--- config.mk ---
export PLATFORM = sky130hd
export DESIGN_NAME = sevenseg_scanner
export DESIGN_NICKNAME = d
export VERILOG_FILES = /design/src/rtl/sevenseg_pkg.sv /design/src/rtl/sevenseg_tick_gen.sv /design/src/rtl/sevenseg_scanner.sv
export SDC_FILE = /design/constraint.sdc
export NUM_CORES = 1
export LEC_CHECK = 0
export CAP_MARGIN = 10
export CORE_AREA = 2 2 155 157
export DETAILED_ROUTE_END_ITERATION = 16
export DIE_AREA = 0 0 157 159
export MAX_ROUTING_LAYER = met4
export PLACE_DENSITY = 0.47
export SLEW_MARGIN = 0
export SYNTH_ARGS = -nofsm -noshare
export SYNTH_HDL_FRONTEND = slang
export SYNTH_HIERARCHICAL = 1
export SYNTH_SLANG_ARGS = --single-unit
--- constraint.sdc ---
create_clock -name clk -period 4.4 [get_ports clk]
set_clock_uncertainty 0.2 [all_clocks]
set_input_delay 0.66 -clock clk [delete_from_list [all_inputs] [get_ports clk]]
set_output_delay 0.66 -clock clk [all_outputs]
set_load 0.005 [all_outputs]
--- src/rtl/sevenseg_pkg.sv ---
// Shared types, glyph table and scan-rate helper for the multiplexed seven-segment scanner.
package sevenseg_pkg;

    typedef enum logic {
        BLANK = 1'b0,
        DRIVE = 1'b1
    } scan_state_e;

    localparam logic [6:0] GLYPH_BLANK = 7'h00;

    // Active-high {g,f,e,d,c,b,a} patterns for 0-9, A, b, C, d, E, F.
    localparam logic [6:0] GLYPH_TABLE [16] = '{
        7'h3F, 7'h06, 7'h5B, 7'h4F, 7'h66, 7'h6D, 7'h7D, 7'h07,
        7'h7F, 7'h6F, 7'h77, 7'h7C, 7'h39, 7'h5E, 7'h79, 7'h71
    };

    function automatic int scan_div(input int clk_hz, input int refresh_hz, input int num_digits);
        return clk_hz / (refresh_hz * num_digits);
    endfunction

endpackage

--- src/rtl/sevenseg_tick_gen.sv ---
// Slot timing for the scanner: per-slot counter, BLANK/DRIVE state, digit select rotation
// and the frame strobes (combinational wrap and registered frame_done).
module sevenseg_tick_gen
    import sevenseg_pkg::*;
#(
    parameter int NUM_DIGITS = 8,
    parameter int SCAN_DIV   = 12500,
    parameter int BLANK_CYC  = 4,
    localparam int SEL_W     = $clog2(NUM_DIGITS),
    localparam int CNT_W     = $clog2(SCAN_DIV)
) (
    input  logic             i_clk,
    input  logic             i_rst_n,
    output scan_state_e      o_state,
    output logic [SEL_W-1:0] o_sel,
    output logic             o_wrap,
    output logic             o_frame_done
);

    localparam logic [CNT_W-1:0] CNT_LAST  = CNT_W'(SCAN_DIV - 1);
    localparam logic [CNT_W-1:0] BLANK_END = CNT_W'(BLANK_CYC);
    localparam logic [SEL_W-1:0] SEL_LAST  = SEL_W'(NUM_DIGITS - 1);

    logic [CNT_W-1:0] r_cnt;
    logic [CNT_W-1:0] w_cnt_nxt;
    logic [SEL_W-1:0] r_sel;
    logic [SEL_W-1:0] w_sel_nxt;
    scan_state_e      r_state;
    scan_state_e      w_state_nxt;
    logic             r_frame;
    logic             w_slot_end;
    logic             w_wrap;

    always_ff @(posedge i_clk or negedge i_rst_n) begin
        if (!i_rst_n) begin
            r_cnt   <= '0;
            r_sel   <= '0;
            r_state <= BLANK;
            r_frame <= 1'b0;
        end else begin
            r_cnt   <= w_cnt_nxt;
            r_sel   <= w_sel_nxt;
            r_state <= w_state_nxt;
            r_frame <= w_wrap;
        end
    end

    // State always matches the counter value it sits beside: BLANK for the first BLANK_CYC counts.
    always_comb begin
        w_cnt_nxt   = r_cnt + CNT_W'(1);
        w_sel_nxt   = r_sel;
        w_state_nxt = (w_cnt_nxt < BLANK_END) ? BLANK : DRIVE;
        w_slot_end  = (r_cnt == CNT_LAST);
        w_wrap      = w_slot_end && (r_sel == SEL_LAST);
        if (w_slot_end) begin
            w_cnt_nxt   = '0;
            w_state_nxt = BLANK;
            w_sel_nxt   = w_wrap ? '0 : r_sel + SEL_W'(1);
        end
    end

    assign o_state      = r_state;
    assign o_sel        = r_sel;
    assign o_wrap       = w_wrap;
    assign o_frame_done = r_frame;

endmodule

--- src/rtl/sevenseg_scanner.sv ---
// N-digit multiplexed seven-segment driver with frame-synchronous double buffering,
// leading-zero blanking, hex glyphs and blink. Optional PWM dimming: SEVENSEG_DIM_EN.
module sevenseg_scanner
    import sevenseg_pkg::*;
#(
    parameter int NUM_DIGITS     = 8,
    parameter int CLK_HZ         = 100_000_000,
    parameter int REFRESH_HZ     = 1000,
    parameter int BLANK_CYC      = 4,
    parameter int BLINK_FRAMES   = 250,
    parameter bit AN_ACTIVE_LOW  = 1'b1,
    parameter bit SEG_ACTIVE_LOW = 1'b1
) (
    input  logic                    clk,
    input  logic                    rst_n,
    input  logic [4*NUM_DIGITS-1:0] digits,
    input  logic [NUM_DIGITS-1:0]   dps,
    input  logic [NUM_DIGITS-1:0]   blink_mask,
    input  logic                    load,
    input  logic                    blank_lz,
    input  logic                    hex_en,
`ifdef SEVENSEG_DIM_EN
    input  logic [3:0]              brightness,
`endif
    output logic [NUM_DIGITS-1:0]   an,
    output logic [6:0]              seg,
    output logic                    dp,
    output logic                    frame_done
);

    localparam int SCAN_DIV = scan_div(CLK_HZ, REFRESH_HZ, NUM_DIGITS);
    localparam int SEL_W    = $clog2(NUM_DIGITS);
    localparam int BLK_W    = (BLINK_FRAMES > 1) ? $clog2(BLINK_FRAMES) : 1;

    localparam logic [BLK_W-1:0]      BLK_LAST = BLK_W'(BLINK_FRAMES - 1);
    localparam logic [NUM_DIGITS-1:0] AN_OFF   = {NUM_DIGITS{AN_ACTIVE_LOW}};
    localparam logic [6:0]            SEG_OFF  = {7{SEG_ACTIVE_LOW}};
    localparam logic                  DP_OFF   = SEG_ACTIVE_LOW;

    scan_state_e             w_state;
    logic [SEL_W-1:0]        w_sel;
    logic                    w_wrap;

    logic [4*NUM_DIGITS-1:0] r_pend_dig;
    logic [NUM_DIGITS-1:0]   r_pend_dps;
    logic [NUM_DIGITS-1:0]   r_pend_blk;
    logic                    r_pend_valid;
    logic [4*NUM_DIGITS-1:0] r_act_dig;
    logic [NUM_DIGITS-1:0]   r_act_dps;
    logic [NUM_DIGITS-1:0]   r_act_blk;

    logic [BLK_W-1:0]        r_blink_cnt;
    logic                    r_blink_phase;

    logic [NUM_DIGITS-1:0]   w_lz_blank;
    logic [3:0]              w_nib;
    logic [6:0]              w_glyph;
    logic                    w_dark;
    logic                    w_an_on;
    logic [NUM_DIGITS-1:0]   w_an_ah;
    logic [6:0]              w_seg_ah;
    logic                    w_dp_ah;

    logic [NUM_DIGITS-1:0]   r_an;
    logic [6:0]              r_seg;
    logic                    r_dp;

    sevenseg_tick_gen #(
        .NUM_DIGITS (NUM_DIGITS),
        .SCAN_DIV   (SCAN_DIV),
        .BLANK_CYC  (BLANK_CYC)
    ) u_tick (
        .i_clk        (clk),
        .i_rst_n      (rst_n),
        .o_state      (w_state),
        .o_sel        (w_sel),
        .o_wrap       (w_wrap),
        .o_frame_done (frame_done)
    );

    // A load on the wrap cycle bypasses pending so it shows in the very next slot 0.
    always_ff @(posedge clk or negedge rst_n) begin
        if (!rst_n) begin
            r_pend_dig   <= '0;
            r_pend_dps   <= '0;
            r_pend_blk   <= '0;
            r_pend_valid <= 1'b0;
            r_act_dig    <= '0;
            r_act_dps    <= '0;
            r_act_blk    <= '0;
        end else if (w_wrap) begin
            if (load) begin
                r_act_dig    <= digits;
                r_act_dps    <= dps;
                r_act_blk    <= blink_mask;
                r_pend_valid <= 1'b0;
            end else if (r_pend_valid) begin
                r_act_dig    <= r_pend_dig;
                r_act_dps    <= r_pend_dps;
                r_act_blk    <= r_pend_blk;
                r_pend_valid <= 1'b0;
            end
        end else if (load) begin
            r_pend_dig   <= digits;
            r_pend_dps   <= dps;
            r_pend_blk   <= blink_mask;
            r_pend_valid <= 1'b1;
        end
    end

    always_ff @(posedge clk or negedge rst_n) begin
        if (!rst_n) begin
            r_blink_cnt   <= '0;
            r_blink_phase <= 1'b0;
        end else if (w_wrap) begin
            if (r_blink_cnt == BLK_LAST) begin
                r_blink_cnt   <= '0;
                r_blink_phase <= ~r_blink_phase;
            end else begin
                r_blink_cnt <= r_blink_cnt + BLK_W'(1);
            end
        end
    end

    // Walk down from the MSD; digit 0 is never a blanking candidate.
    always_comb begin
        logic v_seen_nz;
        v_seen_nz  = 1'b0;
        w_lz_blank = '0;
        for (int i = NUM_DIGITS - 1; i >= 1; i--) begin
            if (r_act_dig[4*i +: 4] != 4'd0) begin
                v_seen_nz = 1'b1;
            end
            w_lz_blank[i] = blank_lz && !v_seen_nz;
        end
    end

`ifdef SEVENSEG_DIM_EN
    logic [3:0] r_pwm;

    always_ff @(posedge clk or negedge rst_n) begin
        if (!rst_n) begin
            r_pwm <= '0;
        end else begin
            r_pwm <= r_pwm + 4'd1;
        end
    end

    assign w_an_on = (brightness == 4'hF) || (r_pwm < brightness);
`else
    assign w_an_on = 1'b1;
`endif

    always_comb begin
        w_nib    = r_act_dig[{w_sel, 2'b00} +: 4];
        w_dark   = r_blink_phase && r_act_blk[w_sel];
        w_glyph  = GLYPH_TABLE[w_nib];
        w_an_ah  = '0;
        w_seg_ah = GLYPH_BLANK;
        w_dp_ah  = 1'b0;
        if ((w_nib > 4'd9) && !hex_en) begin
            w_glyph = GLYPH_BLANK;
        end
        if (w_state == DRIVE) begin
            w_an_ah[w_sel] = w_an_on;
            w_seg_ah       = (w_lz_blank[w_sel] || w_dark) ? GLYPH_BLANK : w_glyph;
            w_dp_ah        = r_act_dps[w_sel] && !w_dark;
        end
    end

    always_ff @(posedge clk or negedge rst_n) begin
        if (!rst_n) begin
            r_an  <= AN_OFF;
            r_seg <= SEG_OFF;
            r_dp  <= DP_OFF;
        end else begin
            r_an  <= w_an_ah ^ AN_OFF;
            r_seg <= w_seg_ah ^ SEG_OFF;
            r_dp  <= w_dp_ah ^ DP_OFF;
        end
    end

    assign an  = r_an;
    assign seg = r_seg;
    assign dp  = r_dp;

endmodule

==> impl_metrics.tcl, run 1 <==
set metrics [dict create \
    path_clk_slew_ns 0.06 \
    cp_cell_sequence "ha_1 -> ha_1 -> and2_1 -> nor2b_4 -> buf_4 -> mux2_2" \
    overflow 0 \
    crit_required_ns 4.51 \
    grt_usage_pct 13.5 \
    layout.nets 732 \
    postSynthCellCount 609 \
    yosysWarnings 6 \
    avgViaCountPerCell 4.66 \
    synth_edf_count 0 \
    cts_buffers 17 \
    drc 0 \
    path_class "flop to flop" \
    period_minus_slack_ns 3.41 \
    leakage_nw 3.56 \
    period_share_pct 77.5 \
    status "finished, final reports clean" \
    rows 56 \
    finalMaxSlewViolations 0 \
    hp-class "primary input to async pin" \
    num_antenna_cells 0 \
    wl_met3_um 580 \
    die_w_um 157 \
    wirelength_um 15500 \
    ys_seq_area_share_pct 51.8 \
    path_common_cell "ha_1" \
    place_hpwl_um 11000 \
    max-cap-violations 0 \
    power.density_nw_per_um2 352 \
    cts_hold_buf 0 \
    fmax_mhz 293 \
    clk_path_buf_depth 2 \
    drive_gt1_share_pct 20.0 \
    fp.dieH_um 159 \
    worstPathMaxFanout 30 \
    wire_per_inst_um 15.5 \
    maxUsedRoutingLayer "met4" \
    tns_ns 0 \
    initial_core_util_pct 29.5 \
    ys_types 53 \
    post_cts_buffers 0 \
    root_buffer "clkbuf_16" \
    met1_length_um 7480 \
    ys_async_sr_fraction_pct 100 \
    area_growth_syn_to_layout_pct 22.5 \
    arrival_ns 3.51 \
    ys.flop_type "dfrtp_1" \
    dr.pass1.iters 7 \
    worst_pin_slew_ns 1.07 \
    finalHoldViolCount 0 \
    dieArea_um2 25000 \
    vias 4657 \
    ioPinCount 70 \
    synth_area_leaders "dfrtp_1, mux2_2, mux2i_1, dfstp_2, nand2_1" \
    slowest_delay_ns 0.82 \
    ir_worst_vdd_mv 0.223 \
    worstSetupEndpointType "flop" \
    grt_pass1_wl_um 25800 \
    place.gp.congestion 0.866 \
    fillers 2288 \
    cts.sinks 141 \
    crit_path_start_kind "flop" \
    cp_slowest_cell "nor2b_4" \
    avgSynthCellArea_um2 11.3 \
    antenna_found_initial 0 \
    syn_area_um2 6850 \
    clkLatencyLatePin_ns 0.42 \
    grt_start_max_net_pins 106 \
    synth_top_cell_by_area "dfrtp_1" \
    cts_tree "built" \
    synth_seq_cells 141 \
    rsz0062_at_grt "no" \
    grt_pass1_vias 4850 \
    synth_top_area_share_pct 45.7 \
    placed_cell_area_um2 7810 \
    port_buffers 69 \
    cp.buffers_inverters 1 \
    cts_resized 0 \
    fin_area_um2 8390 \
    wl_met2_um 7260 \
    htreeDepth 4 \
    slew_headroom_pct 28.2 \
    drt_iter0_markers 218 \
    finalSetupViolCount 0 \
    drtAntennaViolNets 0 \
    crit_family "simple AND/OR/NAND/NOR gates" \
    coreArea_um2 23200 \
    synth_fp_nets 674 \
]
-- cell families (layout without fill, tap and decap cells) --
logic type	after synthesis	after routing	synth area share, %
AO/OA/AOI/OAI	100	100	8.47
XOR/XNOR	20	20	2.56
adder cells (fa/ha/maj)	12	12	2.19
buffers and inverters	49	120	3.60
flip-flops	141	141	51.8
multiplexers	119	119	19.4
AND/OR/NAND/NOR	168	168	12.0
-- cell usage after synthesis, types with 9 or more instances --
| cell type | number |
|---|---|
| ha_1 | 12 |
| clkbuf_1 | 16 |
| dfstp_2 | 16 |
| buf_2 | 9 |
| nor2_1 | 26 |
| dfrtp_1 | 125 |
| o21ai_0 | 56 |
| inv_1 | 11 |
| nand2_1 | 77 |
| mux2i_1 | 53 |
| a21oi_1 | 11 |
| nand3_1 | 15 |
| xnor2_1 | 13 |
| mux2_2 | 61 |
-- flip-flops by register name, indices dropped and copies added (netlist names), 3 cells and up --
register and count:
r_pend_dig 32, r_act_dps 8, r_act_blk 8, r_blink_cnt 8, an 8, u_tick/r_cnt 14
r_pend_dps 8, u_tick/o_sel 3, r_act_dig 32, r_pend_blk 8, seg 7
-- metal layers --
layer,vias to the layer above,track usage (%)
met5,-,-
met4,0,3.54
met3,8,3.40
met2,97,20.9
met1,2280,17.7
li1,2272,-
-- power breakdown --
part	internal, mW	total (mW)	switching [mW]
clock network	0.798	1.40	0.602
registers	1.34	1.36	0.0200
logic	0.107	0.194	0.0869
-- worst register-to-register path, delay by kind of cell (launching register included) --
| family | cells | cell delay (ns) |
|---|---|---|
| fa+ha+maj | 2 | 0.50 |
| buf+inv | 1 | 0.42 |
| flops | 1 | 0.58 |
| mux | 1 | 0.38 |
| simple gates | 2 | 1.21 |
-- placed cells by master (no fill, tap or decap), drive strengths merged, types with 3 or more instances in the layout --
cell type        n
o21ai           58
nor2b            7
dfrtp          125
clkbuf          17
clkinv           5
xnor2           13
buf             10
nand3           18
inv             18
nor2            27
o211ai           7
and3             7
ha              12
nand2           77
a221oi           4
mux4             4
nor4             6
clkdlybuf4s50   67
a22oi            3
xor2             7
a31oi            4
nor3             4
mux2i           54
nand4            3
o22ai            4
mux2            61
nand2b           4
a21oi           11
dfstp           16
and2             4
-- layout make-up --
class | count | area, µm² | area share (%)
Timing Repair Buffer | 77 | 747 | 8.90
Clock buffer | 17 | 425 | 5.07
Tap cell | 319 | 399 | 4.76
Multi-Input combinational cell | 419 | 3080 | 36.7
Sequential cell | 141 | 3550 | 42.3
Clock inverter | 15 | 154 | 1.83
Inverter | 11 | 41.3 | 0.492
-- worst paths after layout --
| check | from | endpoint | slack (ns) | cells past startpoint |
|---|---|---|---|---|
| setup / recovery | u_tick/o_sel[1]$_DFFE_PN0P_ | r_pend_dig[15]$_DFFE_PN0P_ | 0.99 | 6 |
| hold / removal | rst_n | r_blink_cnt[7]$_DFFE_PN0P_ | 0.17 | 1 |
| setup reg to reg | u_tick/o_sel[1]$_DFFE_PN0P_ | r_pend_dig[15]$_DFFE_PN0P_ | 0.99 | 6 |
| hold reg to reg | r_act_dps[7]$_DFFE_PN0P_ | r_act_dps[7]$_DFFE_PN0P_ | 0.30 | 2 |
| max in group asynchronous | rst_n | an[4]$_DFF_PN1_ | 2.94 | 2 |
| min in group clk | r_act_dps[7]$_DFFE_PN0P_ | r_act_dps[7]$_DFFE_PN0P_ | 0.30 | 2 |
-- metrics by stage --
stage / std cells / util (%) / worst slack [ns] / power (mW) / hold WS, ns
2_1_floorplan: 609 / - / 1.71 / 1.47 / 0.164
3_3_place_gp: 967 / 33.7 / 1.06 / 1.58 / 0.273
3_5_place_dp: 967 / 33.7 / 0.952 / 1.59 / 0.290
4_1_cts: 999 / 36.2 / 0.945 / 3.01 / 0.215
5_1_grt: 999 / 36.2 / 0.749 / 3.09 / 0.256
6_report: 999 / 36.2 / 0.990 / 2.95 / 0.172
Power figures use the tool's default switching activity.
==> run 2: changes to the inputs <==
- PLACE_DENSITY: 0.47 -> 0.49
- clock period: 4.4 -> 2.8 ns (I/O delays scaled with it)
==> run 2 against run 1 <==
Flip-flop and latch count unchanged. Cell area is 2.5% higher. Largest power group unchanged. Routed wire length hardly changed.
==> impl_metrics.tcl, run 2 (synthesis results as in run 1) <==
set metrics [dict create \
    vias 4723 \
    path_class "flop to flop" \
    tns_ns 0 \
    coreArea_um2 23200 \
    antenna_found_initial 0 \
    post_cts_buffers 0 \
    place.gp.congestion 0.848 \
    drive_gt1_share_pct 21.8 \
    place_hpwl_um 11400 \
    finalSetupViolCount 0 \
    wirelength_um 15500 \
    cts_tree "built" \
    whs_ns 0.271 \
    clk_path_buf_depth 2 \
    cts.sinks 141 \
    wl_met2_um 7380 \
    p_clk_share_pct 48.2 \
    layout_commonest_cell "dfrtp_1" \
    timing.final.ws_setup_ns 0.197 \
    path_clk_slew_ns 0.06 \
    dr.pass1.iters 4 \
    clkLatencyLatePin_ns 0.42 \
    combPwrFrac_pct 6.7 \
    top_regs "r_act_dig x32, r_pend_dig x32, u_tick/r_cnt x14" \
    sw_frac_of_total_pct 22.3 \
    power.density_nw_per_um2 552 \
    final_cell_mix "dfrtp_1, nand2_1, clkdlybuf4s50_1, mux2_2, o21ai_0" \
    slew_headroom_pct 52.6 \
    seq_power_share_pct 45.1 \
    status "finished, final reports clean" \
    finalHoldViolCount 0 \
    htreeDepth 4 \
    final_util_pct 37.1 \
    period_minus_slack_ns 2.60 \
    rows 56 \
    grt_start_max_net_pins 67 \
    fillers 2282 \
    port_buffers 69 \
    worstPathMaxFanout 10 \
    intPower_mw 3.69 \
    wl_met3_um 544 \
    maxUsedRoutingLayer "met4" \
    fmax_mhz 384 \
    finalMaxSlewViolations 0 \
    leakage_nw 3.67 \
    max-cap-violations 0 \
    overflow 0 \
    p_switching_mw 1.06 \
    num_antenna_cells 0 \
    grt_usage_pct 13.7 \
    layout.nets 748 \
    grt_pass1_wl_um 25900 \
    crit_path_start_kind "flop" \
    placed_cell_area_um2 7960 \
    avgViaCountPerCell 4.65 \
    root_buffer "clkbuf_16" \
    fp.dieH_um 159 \
    arrival_ns 2.74 \
    initial_core_util_pct 29.5 \
    period_share_pct 93.0 \
    drt_iter0_markers 299 \
    die_w_um 157 \
    wire_per_inst_um 15.3 \
    ioPinCount 70 \
    ir_worst_vdd_mv 0.379 \
    grt_pass1_vias 4787 \
    drc 0 \
    final_cell_count_no_fill 1015 \
    crit_required_ns 2.94 \
    worst_pin_slew_ns 0.708 \
    met1_length_um 7390 \
    power_mw 4.75 \
    post-place-ws_ns 0.146 \
    drtAntennaViolNets 0 \
    rsz0062_at_grt "no" \
    dieArea_um2 25000 \
    fin_area_um2 8600 \
    worstSetupEndpointType "flop" \
    placed_cells 982 \
    hp-class "primary input to flop" \
    cts_buffers 17 \
    area_growth_syn_to_layout_pct 25.5 \
]
## run 2: changes by cell type in the layout (fill, tap and decap cells not counted), sizes merged
cell         delta
bufinv          -1
clkbuf          +6
inv             -5
clkinvlp        +2
clkinv          -2
dlygate4sd3     +1
buf            +15
## run 2: per-layer routing
metal	vias up	GRT usage, %
met2	86	20.7
met3	18	3.21
met1	2321	18.3
met5	-	-
li1	2298	-
met4	0	3.88
## run 2: power groups by stage
stage	Clock [mW]	Combinational, mW	Sequential, mW
detailed placement	0	0.329	2.18
CTS	2.35	0.330	2.14
global placement	0	0.323	2.17
finish	2.29	0.318	2.14
global route	2.44	0.351	2.15
floorplan	0	0.149	2.17
## run 2: layout make-up
class                      count  area, µm²  area share, %
clock buffer                  23        554           6.45
clock inverter                 9       66.3          0.771
inverter                      11       41.3          0.480
multi-input combinational    419       3080           35.8
sequential                   141       3550           41.3
tap                          319        399           4.64
timing repair buffer          93        911           10.6
## run 2: what timing repair did
action | in CTS | in global routing
hold buffers | 1 | 0
gates resized for setup | 0 | 3
endpoints found under the setup margin | 0 | 7
endpoints found under the hold margin | 49 | 0
## run 2: path summary, 6_finish.rpt
kind                                                  start                    endpoint  slack (ns)  depth (start not counted)
worst max register to register  u_tick/o_sel[1]$_DFFE_PN0P_            seg[2]$_DFF_PN1_        0.20                          9
worst min-delay path                                   load    r_pend_valid$_DFFE_PN0P_        0.27                          3
max in group asynchronous                             rst_n                dp$_DFF_PN1_        1.32                          3
worst min register to register     r_act_dps[3]$_DFFE_PN0P_    r_act_dps[3]$_DFFE_PN0P_        0.28                          2
worst max-delay path            u_tick/o_sel[1]$_DFFE_PN0P_            seg[2]$_DFF_PN1_        0.20                          9
min in group asynchronous                             rst_n  r_pend_dig[29]$_DFFE_PN0P_        0.36                          2
## run 2: worst max-delay path, stage by stage, from the launching register on
cell and delay (ns):
dfrtp_2 0.46, mux2_2 0.35, a221oi_1 0.30, a31oi_1 0.11, nor2_2 0.18, ha_1 0.20, nor2_1 0.05, o21ai_0 0.20
o211a_2 0.31, o221ai_1 0.14
==> run 3: changes to the inputs <==
- TNS_END_PERCENT: not set -> 100
==> results of run 3 <==
Same layout as run 2: the final DEF is identical, and so are final timing and power.
